--- config.mk ---
export PLATFORM = sky130hd
export DESIGN_NAME = sync_rom
export DESIGN_NICKNAME = d
export VERILOG_FILES = /design/src/rtl/rom_pkg.sv /design/src/rtl/sync_rom.sv
export SDC_FILE = /design/constraint.sdc
export NUM_CORES = 1
export LEC_CHECK = 0
export ABC_CLOCK_PERIOD_IN_PS = 1900
export CAP_MARGIN = 5
export CORE_AREA = 5 5 42 44
export CTS_CLUSTER_DIAMETER = 100
export DETAILED_ROUTE_END_ITERATION = 7
export DIE_AREA = 0 0 47 49
export HOLD_SLACK_MARGIN = 0.02
export PLACE_DENSITY_LB_ADDON = 0.08
export SLEW_MARGIN = 20
export SYNTH_ARGS = -nofsm -noshare
export SYNTH_HDL_FRONTEND = slang
export SYNTH_SLANG_ARGS = --single-unit
--- constraint.sdc ---
create_clock -name clk -period 1.9 [get_ports clk]
set_clock_uncertainty 0.1 [all_clocks]
set_input_delay 0.38 -clock clk [delete_from_list [all_inputs] [get_ports clk]]
set_output_delay 0.38 -clock clk [all_outputs]
set_load 0.005 [all_outputs]
--- src/rtl/rom_pkg.sv ---
// Shared constants and the content function for the synchronous lookup ROM.
// RTL and bench both use rom_word, so WORD(a) has a single definition.
package rom_pkg;

    localparam int ROM_N  = 8;
    localparam int ROM_SZ = 32;

    localparam logic [63:0] ROM_MUL = 64'h1D;
    localparam logic [63:0] ROM_ADD = 64'h3C;

    // Arithmetic runs at 64 bits so any n up to 32 has at least 2n bits of headroom
    // before truncation to n bits.
    function automatic logic [63:0] rom_word(input int unsigned a,
                                             input int unsigned n,
                                             input int unsigned sz);
        logic [63:0] full;
        full = 64'(a) * ROM_MUL + ROM_ADD;
        if (a >= sz)
            return 64'h0;
        if (n >= 64)
            return full;
        return full & ((64'h1 << n) - 64'h1);
    endfunction

endpackage

--- src/rtl/sync_rom.sv ---
// Synchronous read-only table: constant contents built at elaboration from
// rom_word, one registered read per clock, synchronous active-low reset.
module sync_rom
    import rom_pkg::*;
#(
    parameter int N  = ROM_N,
    parameter int SZ = ROM_SZ
) (
    input  logic         clk,
    input  logic         reset,
    input  logic [N-1:0] iaddr,
    output logic [N-1:0] o
);

    localparam longint DEPTH = longint'(1) << N;

    if (SZ < 1 || longint'(SZ) > DEPTH) begin : g_bad_size
        $fatal(1, "sync_rom: SZ=%0d outside 1..2**N (N=%0d)", SZ, N);
    end

    // Every address decodes to a constant, so the array folds into LUT/ROM
    // logic; entries at or above SZ are zero through rom_word itself.
    logic [N-1:0] rom [DEPTH];

    for (genvar a = 0; a < DEPTH; a++) begin : g_rom
        assign rom[a] = N'(rom_word(a, N, SZ));
    end

    // NOTE: the output register uses non-blocking assignment so every reader
    // of o sees the value from before this edge; reset is tested first so it
    // overrides the read on the same edge.
    always_ff @(posedge clk) begin
        if (!reset)
            o <= '0;
        else
            o <= rom[iaddr];
    end

endmodule

### Word-level counts from Yosys, hierarchy flattened

Memories as Yosys holds them, arrays and structs flattened. A register that Yosys moved wholly into a read port is not among the register bits.
Cells that the tools add are included.

* register bits: 0
* memories kept: 1
* ROM bits: 2048
* logic and storage cells: 3
* output and inout bits: 8
* input bits: 10

Memory list
* (name not given): words 256, bits a word 8, rd ports 1, clocked after Yosys merged registers in 1, wr ports 0, RTL line sync_rom.sv:36 `o <= rom[iaddr];`

* bitwise operators: 1
* reduce and logical (&&, ||, !) cells: 1

Operator list (number)
* NOT 8 -> 9 bit: 1
* logical NOT 1 bit: 1

### Depth between registers and ports, before layout

* depth after elaboration: 1
* gate-level depth with buffers: 6
* gate-level depth less buffers: 6

### Worst setup path after synthesis

Ideal clock, no wire load.

* path kind: in2reg
* start point: in iaddr[0]
* end point: reg o[6]
* setup slack: 0.484 ns
* setup time: 0.086 ns
* data arrival time: 1.230 ns
* buffers on the path: 0
* stages on the path: 5
* required time: 1.714 ns
* path through: inv_1 ha_1 a21oi_1 o21ai_0 a221oi_2

* longest elaborated chain between the ends: 1

Ends and longest elaborated chain
* start: declaration: RTL line sync_rom.sv:11 `input logic [N-1:0] iaddr,`
* NOT 8 -> 9 bit (implied by the code): RTL line sync_rom.sv:36
* end: declaration: RTL line sync_rom.sv:12 `output logic [N-1:0] o`

Every way passes these cells.

### Worst setup path after layout

Ends and elaborated chain as after synthesis.

==> run_results.csv <==
group,metric,value,unit
synthesis,synth_compound_gate_area_share,0.259,
synthesis,synth_fp_nets,80,
sta,rsz0062_at_grt,"no",
sta,max_slew_margin,0.750,
flow_run,maxCapViolations,0,
final_layout,final_common_cell,"clkdlybuf4s50_1",
sta,hold_viol,0,
min_path,min_from,"iaddr[1]",
sta,setup_viol,0,
final_layout,reg_top3,"o: 8 flops",
synthesis,synth_area_leader_cell,"dfxtp_1",
synthesis,synth_top_family_by_area,"compound AO/OA/AOI/OAI gates",
synthesis,syn-instance-count,64,
grt,gr-usage-met2,0.152,
final_layout,largest_reg_flops,8,
synthesis,synth_mux_area_frac,0.0374,
grt,use_met3,0.0221,
setup_path,cp_slowest_cell,"clkdlybuf4s50_1",
routing,num_vias,500,
grt,grt_pass1_wl,1950,um
grt,top_usage_layer,"met1",
floorplan,die_x,47,um
power_and_ir_drop,finalPower,413,uW
cts,cts_buffers,3,
sta,min_period_over_period,0.931,
routing,routed_wirelength,1160,um
final_layout,drive_gt1_frac,0.193,
synthesis,syn-cell-area,536,um2
placed_design,port_buffers,17,
sta,tightest_slew,0.374,ns
min_path,hold_end,"o[1]$_SDFF_PN0_",
floorplan,core_area,1400,um2
routing,vias_per_cell,4.81,
synthesis,synthAdderAreaFrac,0.140,
setup_path,arrival,1.84,ns
power_and_ir_drop,cellLeakagePower,0.340,nW
grt,grt_max_degree,16,
cts,numClockSinks,8,
cts,max-clock-path-buffers,2,
sta,fin_crit,1.77,ns
final_layout,nets,106,
cts,clkTransAtPathRegs,0.06,ns
sta,drv_slew,0,
cts,cts-resized-gates,0,
floorplan,start_util,0.382,
synthesis,synthSimpleGateAreaFrac,0.154,
final_layout,multiInputGateArea,334,um2
setup_path,crit_fanout,4,
synthesis,synthTopCellsByArea,"dfxtp_1 30%, ha_1 14%, a21oi_1 8.4%",
setup_path,crit_path_cell_trace,"clkdlybuf4s50_1 > inv_1 > ha_1 > a21oi_1 > o21ai_0 > a221oi_2",
grt,grtUsageTotal,0.115,
final_layout,antennaDiodeCount,0,
synthesis,ys_ff_latch,8,
placed_design,place_inst,101,
min_path,hp-class,"input pin to flip-flop",
grt,grt_overflow,0,
sta,setup_tns,0,ns
floorplan,die_h,49,um
synthesis,synth_largest_type_area_fraction,0.299,
setup_path,start_kind,"input pin",
floorplan,die-area,2300,um2
synthesis,ys_types,23,
routing,final_antenna_net_count,0,
grt,grt_pass1_vias,439,
placed_design,gp_congestion,0.830,
floorplan,rows,14,
grt,antenna_found_initial,0,
routing,drt_iter0_markers,9,
setup_path,cp.required,1.97,ns
final_layout,fill_cells,152,
final_layout,fin_cells,104,
power_and_ir_drop,irDropWorstVdd,0.000199,V
synthesis,avgSynthCellArea,8.37,um2
grt,use_met1,0.164,
final_layout,register_area,160,um2
setup_path,slowest_delay,0.47,ns
sta,fmax,565,MHz
power_and_ir_drop,p_per_area,518,nW/um2
cts,cts_root_buf,"clkbuf_4",
cts,cts_tree,"done",
floorplan,ioPinCount,18,
run_status,status,"finished, final reports clean",
cts,cts_max_level,1,
cts,cts_setup_buffers,0,
setup_path,criticalPathCategory,"input pin to flip-flop",
final_layout,largest_register,"o",
setup_path,end_kind,"flip-flop",
final_layout,area_growth,49.1,%
synthesis,synth_xor_area_frac,0.0327,
routing,dr.pass1.iters,3,
synthesis,yosysSeqAreaShare,0.299,
min_path,holdPathStages,4,
routing,drc_errors,0,
routing,wl_per_cell,11.2,um
final_layout,mostFrequentLayoutCells,"17 x clkdlybuf4s50_1, 9 x a21oi_1, 8 x nand2_1, 8 x dfxtp_1, 8 x buf_4",
synthesis,yosys_warnings,0,
placed_design,hpwl,895,um
cts,holdBufCountCts,0,
## cells in the mapped netlist
cell / count
ha_1: 6
a311o_1: 1
a211oi_1: 1
xor2_1: 1
o21ai_0: 4
nor2_1: 7
inv_1: 3
mux2i_1: 2
a211oi_2: 1
nand2b_1: 1
dfxtp_1: 8
a311oi_2: 1
or4b_4: 1
buf_1: 1
buf_6: 1
a31oi_1: 1
o211ai_1: 1
nand2_1: 8
xnor2_1: 1
a21oi_1: 9
or2_2: 1
a221oi_2: 1
buf_2: 3
## through the flow
stage | hold WS [ns] | util | setup slack [ns] | cell area, um2
finish | 0.737 | 0.570 | 0.131 | 798
global route | 0.755 | 0.570 | 0.0332 | 798
CTS | 0.742 | 0.570 | 0.126 | 798
detailed placement | 0.987 | 0.554 | -0.125 | 776
global placement | 0.987 | 0.554 | -0.0619 | 776
floorplan | 0.430 | - | 0.484 | 536
## per-layer routing
layer / share of wire / wire [um]
met1: 0.49 / 568
met3: 0.052 / 60
met2: 0.44 / 514
met5: 0 / 0
met4: 0.016 / 19
## how the worst max path moves through the flow
stage             start         endpoint  slack, ns  cells past startpoint
2_1_floorplan  iaddr[0]  o[6]$_SDFF_PN0_       0.48                      5
3_3_place_gp   iaddr[0]  o[6]$_SDFF_PN0_      -0.06                      6
3_5_place_dp   iaddr[0]  o[6]$_SDFF_PN0_      -0.13                      6
4_1_cts        iaddr[0]  o[6]$_SDFF_PN0_       0.13                      6
5_1_grt        iaddr[0]  o[6]$_SDFF_PN0_       0.03                      6
6_report       iaddr[0]  o[6]$_SDFF_PN0_       0.13                      6
## where the power goes
part	internal, mW	leakage, nW	switching (mW)	total, mW
Sequential	0.171	0.0648	0.000736	0.172
Clock	0.0723	0.0138	0.0582	0.131
Combinational	0.0598	0.261	0.0509	0.111
## worst max-delay path, delay by kind of cell
| kind | cells | cell delay (ns) |
|---|---|---|
| fa+ha+maj | 1 | 0.35 |
| buf+inv | 2 | 0.55 |
| compound gates | 3 | 0.55 |
## kinds of logic (layout without fill, tap and decap cells)
kind of cell    Yosys count  in the layout
buf+inv                   8             32
simple gates             18             18
mux                       2              2
compound gates           20             20
flops                     8              8
xor+xnor                  2              2
fa+ha+maj                 6              6
## layout make-up
cell class,count,share of cell area
inverters,3,0.0141
repair buffers,26,0.313
well taps,16,0.0251
multi-input cells,48,0.418
clock buffers,3,0.0282
flip-flops and latches,8,0.201
No activity file was read; power rests on OpenSTA's default activity.
